File: src/rtl/mem_port_arbiter.sv
// Two-requester round-robin arbiter in front of a single-port synchronous memory.
// Handles registered grants, bounded hold with lock override, and read-data tagging.
module mem_port_arbiter #(
    parameter int ADDR_WIDTH = 6,
    parameter int DATA_WIDTH = 16,
    parameter int MAX_HOLD   = 4
) (
    input  logic                  clk,
    input  logic                  rst,
    input  logic                  r0_req,
    input  logic                  r1_req,
    input  logic                  r0_lock,
    input  logic                  r1_lock,
    input  logic                  r0_we,
    input  logic                  r1_we,
    input  logic [ADDR_WIDTH-1:0] r0_addr,
    input  logic [ADDR_WIDTH-1:0] r1_addr,
    input  logic [DATA_WIDTH-1:0] r0_data,
    input  logic [DATA_WIDTH-1:0] r1_data,
    output logic                  r0_gnt,
    output logic                  r1_gnt,
    output logic                  r0_rvalid,
    output logic                  r1_rvalid,
    output logic [DATA_WIDTH-1:0] rdata,
    input  logic [DATA_WIDTH-1:0] mem_in,
    output logic                  mem_we,
    output logic [ADDR_WIDTH-1:0] mem_addr,
    output logic [DATA_WIDTH-1:0] mem_data
);

    // Handshake: a requester holds rx_req high; every cycle in which rx_gnt and
    // rx_req are both high is one memory access using that cycle's we/addr/data.
    // Reads return on rdata one cycle later, qualified by rx_rvalid.
    typedef enum logic [1:0] {
        IDLE   = 2'd0,
        GRANT0 = 2'd1,
        GRANT1 = 2'd2
    } state_t;

    localparam logic [3:0] HOLD_MAX = 4'(MAX_HOLD);

    state_t                state_q, state_d;
    logic                  last_q, last_d;
    logic [3:0]            hold_q, hold_d, hold_inc;
    logic                  rd_pend_q, rd_pend_d;
    logic                  rd_tag_q, rd_tag_d;

    logic                  cur;
    logic                  granted;
    logic                  cur_req, cur_lock, cur_we, other_req;
    logic [ADDR_WIDTH-1:0] cur_addr;
    logic [DATA_WIDTH-1:0] cur_data;
    logic                  access;
    logic                  winner;

    always_comb begin
        cur       = (state_q == GRANT1);
        granted   = (state_q == GRANT0) || (state_q == GRANT1);
        cur_req   = cur ? r1_req  : r0_req;
        cur_lock  = cur ? r1_lock : r0_lock;
        cur_we    = cur ? r1_we   : r0_we;
        cur_addr  = cur ? r1_addr : r0_addr;
        cur_data  = cur ? r1_data : r0_data;
        other_req = cur ? r0_req  : r1_req;
        access    = granted && cur_req;

        // Memory controls are forced to zero whenever no access is issued.
        mem_we   = access ? cur_we   : 1'b0;
        mem_addr = access ? cur_addr : '0;
        mem_data = access ? cur_data : '0;

        hold_inc = (access && (hold_q != HOLD_MAX)) ? hold_q + 4'd1 : hold_q;
        winner   = (r0_req && r1_req) ? ~last_q : r1_req;

        state_d   = state_q;
        last_d    = last_q;
        hold_d    = hold_inc;
        rd_pend_d = access && !cur_we;
        rd_tag_d  = cur;

        case (state_q)
            IDLE: begin
                hold_d = 4'd0;
                if (r0_req || r1_req) begin
                    last_d  = winner;
                    state_d = winner ? GRANT1 : GRANT0;
                end
            end
            GRANT0, GRANT1: begin
                if (!cur_req) begin
                    if (other_req) begin
                        state_d = cur ? GRANT0 : GRANT1;
                        last_d  = ~cur;
                        hold_d  = 4'd0;
                    end else begin
                        state_d = IDLE;
                    end
                end else if ((hold_inc == HOLD_MAX) && other_req && !cur_lock) begin
                    // Hold budget spent on this access and the other side waits.
                    state_d = cur ? GRANT0 : GRANT1;
                    last_d  = ~cur;
                    hold_d  = 4'd0;
                end
            end
            default: begin
                state_d = IDLE;
                hold_d  = 4'd0;
            end
        endcase
    end

    always_ff @(posedge clk or posedge rst) begin
        if (rst) begin
            state_q   <= IDLE;
            last_q    <= 1'b1;
            hold_q    <= 4'd0;
            rd_pend_q <= 1'b0;
            rd_tag_q  <= 1'b0;
        end else begin
            state_q   <= state_d;
            last_q    <= last_d;
            hold_q    <= hold_d;
            rd_pend_q <= rd_pend_d;
            rd_tag_q  <= rd_tag_d;
        end
    end

    assign r0_gnt    = (state_q == GRANT0);
    assign r1_gnt    = (state_q == GRANT1);
    assign r0_rvalid = rd_pend_q && !rd_tag_q;
    assign r1_rvalid = rd_pend_q && rd_tag_q;
    assign rdata     = mem_in;

endmodule
File: config.mk
export PLATFORM = sky130hd
export DESIGN_NAME = mem_port_arbiter
export DESIGN_NICKNAME = d
export VERILOG_FILES = /design/src/rtl/mem_port_arbiter.sv
export SDC_FILE = /design/constraint.sdc
export NUM_CORES = 1
export LEC_CHECK = 0
export ABC_AREA = 1
export BUFFER_PORTS_ARGS = -buffer_cell sky130_fd_sc_hd__buf_4
export CORE_UTILIZATION = 33
export DETAILED_ROUTE_END_ITERATION = 10
export PLACE_DENSITY = 0.77
export SYNTH_ARGS = -nofsm -noshare
export SYNTH_HDL_FRONTEND = slang
export SYNTH_SLANG_ARGS = --single-unit
File: constraint.sdc
create_clock -name clk -period 1.6 [get_ports clk]
set_clock_uncertainty 0.05 [all_clocks]
set_input_delay 0.08 -clock clk [delete_from_list [all_inputs] [get_ports clk]]
set_output_delay 0.08 -clock clk [all_outputs]
set_load 0.01 [all_outputs]
-- Word-level counts from Yosys, hierarchy flattened
Index checks and enable logic that the tools add are counted.
- flip-flop bits (word level): 9
- latch bits: 0
- bits in writable memories: 0
- bits in read-only memories: 0
- output and inout bits: 43
- memories: 0
- add/subtract/negate cells: 1
- multipliers: 0
- divide/modulo/power cells: 0
- order comparisons: 0
- equal/unequal tests: 7
- shift operators: 0
- muxes and demuxes: 27
- bitwise logic cells: 2
- reductions and logical operators: 18
- operators with widths (cell ; count):
    $mux 16 ; 2
    $mux 4 ; 5
    $mux 2 ; 6
    $mux 6 ; 2
    $mux 1 ; 10
    $logic_and 1x1->1 ; 8
    $ne 3x3->1 const B ; 2
    $add 4x1->4 const B ; 1
    $eq 4x3->1 const B ; 1
    $ne 4x3->1 const B ; 1
    $pmux 2 s2 ; 1
    $reduce_and 4->1 ; 1
    $logic_not 1->1 ; 3
    $eq 2x1->1 const B ; 1
    $eq 2x2->1 const B ; 1
    $logic_not 2->1 ; 1
    $logic_or 1x1->1 ; 2
    $ne 2x2->1 const B ; 1
    $not 1->1 ; 2
    $pmux 1 s2 ; 1
    $reduce_and 2->1 ; 1
    $reduce_bool 2->1 ; 1
    $reduce_or 2->1 ; 1

-- Logic depth before layout (Yosys ltp)
Gate-level depths: netlist of the first run.
- depth in word-level cells: 11
- gate-level depth with buffers: 14
- depth with buffers taken out: 14

-- Least setup slack after synthesis of the first run
OpenSTA, ideal clock, no wires.
- path kind: register -> register
- start: register state_q[0]
- end: register state_q[0]
- arrival: 1613 ps
- data required time: 1433 ps
- setup slack: -180 ps
- cell stages (with the launch flop): 15
- cells stage by stage: dfrtp_1 -> inv_1 -> ha_1 -> inv_2 -> nand2_2 -> nand2_4 -> nand3_4 -> nand2_1 -> nand2_1 -> nor2_1 -> nand3_2 -> nand2_2 -> nand2_2 -> nand2_1 -> nand2_1
- word-level cells in the longest chain between the ends: 10
- elaborated cells between the ends (all ways): 23
- those cells by class: eq/ne: 5; mux: 9; reduce/logical: 9
- ends and longest elaborated chain (what ; line ; text):
    from (decl) ; 42 ; state_t state_q, state_d;
    from (signal assigned) ; 120 ; state_q <= state_d;
    $eq 2x2->1 * ; n/a ;
    net r1_gnt ; 21 ; output logic r1_gnt,
    $mux 1 / $logic_or 1x1->1 (equally long branches) ; 59, 58 ;
    $logic_and 1x1->1 ; 65 ; access = granted && cur_req;
    $logic_and 1x1->1 ; 72 ; hold_inc = (access && (hold_q != HOLD_MAX)) ? hold_q + 4'd1 : hold_q;
    $mux 4 ; 72 ;
    $eq 4x3->1 ; 98 ; end else if ((hold_inc == HOLD_MAX) && other_req && !cur_lock) begin
    $logic_and 1x1->1 (2 in series) ; 98 ;
    $ne 3x3->1 (no line) ; n/a ;
    $reduce_and 2->1 (no line) ; n/a ;
The timed path passes the listed nets; every way through them passes the cells marked *. The select of a mux whose other input is x is not followed.
A chain may end at the register's enable or synchronous reset.

-- Worst setup path in the final report of the first run
- start: register state_q[1]
- end: output mem_data[5]
- word-level cells in the longest chain between the ends: 4
- elaborated cells between the ends (all ways): 7
- those cells by class: eq/ne: 2; mux: 3; reduce/logical: 2
- ends and longest elaborated chain (what ; line ; text):
    $eq 2x2->1 / $eq 2x1->1 (equally long branches) ; 57, 58 ;
    $mux 1 / $logic_or 1x1->1 (equally long branches) ; 59, 58 ;
    $logic_and 1x1->1 ; 65 ;
    $mux 16 * ; 70 ; mem_data = access ? cur_data : '0;
    to (decl) ; 28 ; output logic [DATA_WIDTH-1:0] mem_data
Mark *: on every way between the ends. The rest lies on a longest branch, timed or not.

==> results.sh, run 1 <==
export IMPL_status="finished, violations left"
export IMPL_violations="negative setup slack"
export IMPL_layout_drive_gt1_share=0.564
export IMPL_finalHoldViolCount=0
export IMPL_grt_pass1_wl_um=4710
export IMPL_nets=355
export IMPL_most_common_layout_cells="99 x buf_4, 64 x nand2_1, 23 x a21oi_2, 16 x inv_1, 9 x nor2_1"
export IMPL_critPathRequiredTime_ns=1.47
export IMPL_seq_area_sq_um=226
export IMPL_rows=21
export IMPL_die_w_um=61.4
export IMPL_max_stage_delay_ns=0.41
export IMPL_numCtsBuffers=3
export IMPL_dp_final_hpwl_um=2780
export IMPL_peakVddDrop_mv=0.743
export IMPL_antenna_cells_inserted=0
export IMPL_drc=0
export IMPL_clock_sinks=9
export IMPL_power_density_nw_per_um2=1580
export IMPL_critPathBufInv=4
export IMPL_syn_area_sq_um=1160
export IMPL_grt_max_degree=27
export IMPL_crit_arrival_ns=1.71
export IMPL_vias=1551
export IMPL_syn_num_nets=270
export IMPL_slowest_stage="dfrtp_1"
export IMPL_timing_fmax_mhz=543
export IMPL_path_cells="buf_6 > ha_4 > inv_4 > nand2_4 > nand2_8 > nand2_4 > clkbuf_16 > a21oi_2 > buf_4"
export IMPL_cts_clk_slew_worst_paths_ns=0.05
export IMPL_core_area_sq_um=3360
export IMPL_dieArea_sq_um=3770
export IMPL_port_buffers=78
export IMPL_fin_util=0.627
export IMPL_insertion_delay_ns=0.25
export IMPL_grt_setup_unrepaired="yes"
export IMPL_end_kind="primary output"
export IMPL_die_y_um=61.4
export IMPL_gr_total_overflow=0
export IMPL_grt_pass1_vias=1158
export IMPL_post_route_period_util=1.15
export IMPL_yosysSeqAreaShare=0.195
export IMPL_worstHoldPathType="in -> reg"
export IMPL_synth_warnings=0
export IMPL_ant_nets=0
export IMPL_path_common_cell="nand2_4"
export IMPL_yosysUniqueCellTypes=21
export IMPL_worst_slack_ns=-0.241
export IMPL_antenna_found_initial=0
export IMPL_synthCells=196
export IMPL_critPathTopFamily="buffers and inverters"
export IMPL_drv_slew=0
export IMPL_tritoncts="yes"
export IMPL_track_usage=0.169
export IMPL_area_growth_pct=81.3
export IMPL_min_period_ns=1.84
export IMPL_wirelength_um=3980
export IMPL_vias_per_cell=4.76
export IMPL_cts_root_buf="clkbuf_4"
export IMPL_drt_iter0_drc=36
export IMPL_worstPathMaxFanout=13
export IMPL_stdcell_count=326
export IMPL_wl_per_cell_um=12.2
export IMPL_finalSetupViolCount=28
export IMPL_clockBufferDepth=2
export IMPL_gp_congestion=0.812
export IMPL_multiInputGateArea_sq_um=888
export IMPL_dpl_cell_count=316
export IMPL_cts_max_level=1
export IMPL_pin_count=111
export IMPL_first_pass_iters=4
export IMPL_criticalPathCategory="reg -> out"
export IMPL_start_kind="flip-flop"
export IMPL_tightestPinTransition_ns=0.316
export IMPL_final_common_cell="buf_4"
export IMPL_nFillCells=322
export IMPL_synth_area_per_cell_sq_um=5.94
export IMPL_maxCapViolations=0
export IMPL_ys_ff_latch=9
export IMPL_max_slew_margin_rel=0.789
export IMPL_initial_core_util=0.346
export IMPL_p_leak_uw=0.00109
[power by group]
| group | internal [uW] | leakage, uW | switching [uW] | total (uW) |
|---|---|---|---|---|
| registers | 309 | 0.000118 | 49.4 | 358 |
| logic | 1320 | 0.000956 | 1500 | 2820 |
| clock network | 95.5 | 0.0000150 | 70.8 | 166 |
| total | 1720 | 0.00109 | 1620 | 3340 |
[sequential cells by signal, summed over array words and instances, names as in the netlist]
signal,cells
rd_tag_q,1
rd_pend_q,1
hold_q,4
last_q,1
state_q,2
[what timing repair did]
| item | 4_1_cts | 5_1_grt |
|---|---|---|
| hold endpoints to repair | 8 | 0 |
| pin swaps | 2 | 4 |
| setup buffers | 1 | 3 |
| resized for setup | 17 | 38 |
| setup endpoints to repair | 30 | 31 |
| hold buffers | 1 | 0 |
| gates cloned | 0 | 1 |
[cell type report]
| type | instances | area share |
|---|---|---|
| flip-flops and latches | 9 | 0.107 |
| clock buffers | 4 | 0.0125 |
| inverters | 21 | 0.0386 |
| repair buffers | 104 | 0.393 |
| multi-input cells | 142 | 0.421 |
| well taps | 46 | 0.0273 |
[cells in the mapped netlist, drive strengths merged]
cell	n	area (sq um)
nor2	14	57.6
nand3	9	67.6
a21oi	27	135
nand2	75	304
o21ai	5	25.0
buf	18	135
nand4	4	25.0
inv	21	78.8
clkbuf	6	22.5
or2	1	6.26
nor3	1	5.00
ha	6	75.1
dfstp	1	26.3
dfrtp	8	200
[per-stage QoR]
| step | setup WS (ns) | total power, uW | hold WS [ns] | area, sq um | setup TNS [ns] |
|---|---|---|---|---|---|
| 2_1_floorplan | -0.0639 | 1670 | -0.143 | 1180 | -0.147 |
| 3_3_place_gp | -0.161 | 2500 | 0.0119 | 1810 | -0.980 |
| 4_1_cts | -0.238 | 2890 | 0.110 | 1920 | -6.02 |
| 6_report | -0.241 | 3340 | 0.0379 | 2110 | -5.91 |
| 5_1_grt | -0.339 | 3620 | 0.0376 | 2110 | -8.07 |
| 3_5_place_dp | -0.254 | 2530 | 0.00470 | 1810 | -2.24 |
[kinds of logic (layout without fill, tap and decap cells)]
kind of cell               count (synthesis)  count (layout)  synth area share
and+or+nand+nor                          104             104             0.400
buffers and inverters                     45             129             0.203
AOI/OAI and AO/OA                         32              32             0.138
DFF                                        9               9             0.195
adders and majority gates                  6               6            0.0645
[tightest hold or removal path: stages]
cell     delay [ns]
buf_4          0.08
o21ai_2        0.05
inv_1          0.05
nor2_1         0.04
[per-layer routing]
layer | vias up | GRT usage | routed length, um
met4 | 0 | 0.0508 | 27
li1 | 772 | - | -
met1 | 729 | 0.208 | 1560
met2 | 44 | 0.297 | 2200
met3 | 6 | 0.0336 | 190
met5 | - | 0 | 0
[worst paths after layout]
check,slack (ns),from,endpoint,cells after the start
setup / recovery,-0.24,state_q[1]$_DFFE_PP0P_,mem_data[5],9
hold / removal,0.04,r0_we,rd_pend_q$_DFF_PP0_,4
setup reg to reg,-0.23,state_q[1]$_DFFE_PP0P_,hold_q[2]$_DFF_PP0_,13
hold reg to reg,0.43,last_q$_DFFE_PP1P_,last_q$_DFFE_PP1P_,2
max in group asynchronous,0.93,rst,last_q$_DFFE_PP1P_,3
min in group asynchronous,0.28,rst,rd_pend_q$_DFF_PP0_,3
Power figures use the tool's default switching activity.
==> inputs of run 2 (changes only) <==
CORE_MARGIN = 4   (was not set)
==> run 2 against run 1 <==
  * The flow still finishes with violations (negative setup slack)
  * Register-to-register slack better by 0.04 ns
  * Final cell count up 0.61%
  * Global-route usage up 0.091 points
  * Core utilization up 0.89 points
  * Routed wire length up 9.4%
  * Clock power up 6%
  * Combinational power up 4%
  * Fmax up 3.1%
  * Sequential share of layout area down 0.15 points
  * Count of clock-buffer cells in the layout unchanged
  * Non-clock buffer count up 2
  * First-iteration DRC count up 14%
  * Critical endpoint is now state_q[1]$_DFFE_PP0P_
  * Largest power group unchanged
==> results.sh, run 2 (synthesized netlist as in run 1, its figures left out) <==
export IMPL_ant_nets=0
export IMPL_area_growth_pct=83.9
export IMPL_worst_slack_ns=-0.186
export IMPL_grt_setup_unrepaired="yes"
export IMPL_gp_congestion=0.792
export IMPL_most_common_layout_cells="94 x buf_4, 67 x nand2_1, 18 x a21oi_2, 17 x inv_1, 9 x a21oi_1"
export IMPL_vias_per_cell=4.71
export IMPL_violations="negative setup slack"
export IMPL_drv_slew=0
export IMPL_rr_endpoint="state_q[1]$_DFFE_PP0P_"
export IMPL_fin_util=0.636
export IMPL_drt_iter0_drc=41
export IMPL_start_kind="flip-flop"
export IMPL_cts_root_buf="clkbuf_4"
export IMPL_worstPathMaxFanout=5
export IMPL_vias=1546
export IMPL_reg2reg_depth=13
export IMPL_timing_fmax_mhz=560
export IMPL_post_route_period_util=1.12
export IMPL_peakVddDrop_mv=0.626
export IMPL_hold_start="r0_we"
export IMPL_first_pass_iters=4
export IMPL_grt_pass1_vias=1313
export IMPL_numCtsBuffers=3
export IMPL_wirelength_um=4350
export IMPL_tritoncts="yes"
export IMPL_min_period_ns=1.79
export IMPL_place_ws_ns=-0.188
export IMPL_layout_drive_gt1_share=0.543
export IMPL_insertion_delay_ns=0.26
export IMPL_wl_per_cell_um=13.3
export IMPL_pin_count=111
export IMPL_grt_max_degree=19
export IMPL_crit_arrival_ns=1.89
export IMPL_tightestPinTransition_ns=0.336
export IMPL_cts_max_level=1
export IMPL_nFillCells=301
export IMPL_criticalPathCategory="reg -> reg"
export IMPL_ff2ff_setup_slack_ns=-0.19
export IMPL_core_area_sq_um=3360
export IMPL_reg_top3="hold_q (4), state_q (2)"
export IMPL_largest_reg_flops=4
export IMPL_dieArea_sq_um=4540
export IMPL_track_usage=0.170
export IMPL_antenna_cells_inserted=0
export IMPL_worstHoldPathType="in -> reg"
export IMPL_final_common_cell="buf_4"
export IMPL_reg2reg_from="state_q[1]$_DFFE_PP0P_"
export IMPL_end_kind="flip-flop"
export IMPL_gr_total_overflow=0
export IMPL_port_buffers=78
export IMPL_finalHoldViolCount=0
export IMPL_die_w_um=67.4
export IMPL_p_leak_uw=0.00111
export IMPL_antenna_found_initial=0
export IMPL_max_slew_margin_rel=0.776
export IMPL_maxCapViolations=0
export IMPL_top_register="hold_q"
export IMPL_critPathRequiredTime_ns=1.71
export IMPL_nets=357
export IMPL_min_path_cells=4
export IMPL_rows=21
export IMPL_min_to="rd_pend_q$_DFF_PP0_"
export IMPL_dp_final_hpwl_um=3080
export IMPL_power_density_nw_per_um2=1620
export IMPL_cts_clk_slew_worst_paths_ns=0.06
export IMPL_power_uw=3460
export IMPL_initial_core_util=0.346
export IMPL_hold_ws_ns=0.00686
export IMPL_finalSetupViolCount=27
export IMPL_clock_sinks=9
export IMPL_status="finished, violations left"
export IMPL_clockBufferDepth=2
export IMPL_drc=0
export IMPL_die_y_um=67.4
export IMPL_grt_pass1_wl_um=5890
[run 2: changes by cell type in the layout (fill, tap and decap cells not counted), moves of 2 or more]
| cell | delta |
|---|---|
| buf_4 | -5 |
| nand2_1 | +3 |
| a21oi_2 | -5 |
| a21oi_1 | +5 |
| nand2_2 | -3 |
| buf_6 | +4 |
| nor2_2 | +4 |
| buf_8 | +4 |
| nor2_4 | -3 |
| buf_12 | -2 |
[run 2: area by class of cell]
class / instances / area (sq um) / area share
inverters: 21 / 81.3 / 0.0380
repair buffers: 106 / 885 / 0.413
clock buffers: 4 / 26.3 / 0.0123
multi-input cells: 142 / 863 / 0.404
well taps: 46 / 57.6 / 0.0269
flip-flops and latches: 9 / 226 / 0.106
[run 2: worst max-delay path by stage]
| stage | start | end | slack [ns] | cells after the start |
|---|---|---|---|---|
| 6_report | state_q[1]$_DFFE_PP0P_ | state_q[1]$_DFFE_PP0P_ | -0.19 | 13 |
| 5_1_grt | state_q[1]$_DFFE_PP0P_ | state_q[1]$_DFFE_PP0P_ | -0.28 | 14 |
| 4_1_cts | state_q[1]$_DFFE_PP0P_ | mem_data[15] | -0.19 | 6 |
| 3_5_place_dp | state_q[0]$_DFFE_PP0P_ | state_q[1]$_DFFE_PP0P_ | -0.19 | 11 |
| 3_3_place_gp | state_q[0]$_DFFE_PP0P_ | state_q[1]$_DFFE_PP0P_ | -0.10 | 11 |
| 2_1_floorplan | state_q[1]$_DFFE_PP0P_ | state_q[1]$_DFFE_PP0P_ | -0.06 | 12 |
[run 2: metrics by stage]
| step | std cells | instance area [sq um] | TNS, ns |
|---|---|---|---|
| global placement | 312 | 1780 | -0.352 |
| floorplan | 196 | 1180 | -0.147 |
| detailed placement | 312 | 1780 | -0.716 |
| finish | 328 | 2140 | -3.94 |
| global route | 328 | 2140 | -6.27 |
| CTS | 323 | 1930 | -4.69 |
[run 2: metal layers]
layer / wire length (um) / part of all wire / track usage
met5: 0 / 0 / 0
met4: 88 / 0.020 / 0.0456
met3: 232 / 0.053 / 0.0349
met2: 2370 / 0.55 / 0.304
met1: 1650 / 0.38 / 0.203
[run 2: where the power goes]
part	internal, uW	switching [uW]
logic	1430	1500
clock network	96.1	79.6
registers	309	47.6
total	1830	1630
[run 2: timing repair]
action / in CTS / in global routing
pin swaps: 4 / 10
hold buffers: 1 / 0
resized for setup: 16 / 36
gates cloned: 1 / 1
setup buffers: 5 / 4
endpoints found under the hold margin: 8 / 0
setup endpoints to repair: 30 / 30
[run 2: critical path: stages, from the launching register on]
cell     delay (ns)
dfrtp_1        0.38
buf_6          0.12
ha_4           0.17
nand2_2        0.11
nand2_8        0.09
buf_6          0.12
nand4_1        0.10
nand2_1        0.09
nor2_2         0.09
nand3_2        0.11
nand2_4        0.10
nand2_2        0.05
nand2_1        0.05
nand2_1        0.04
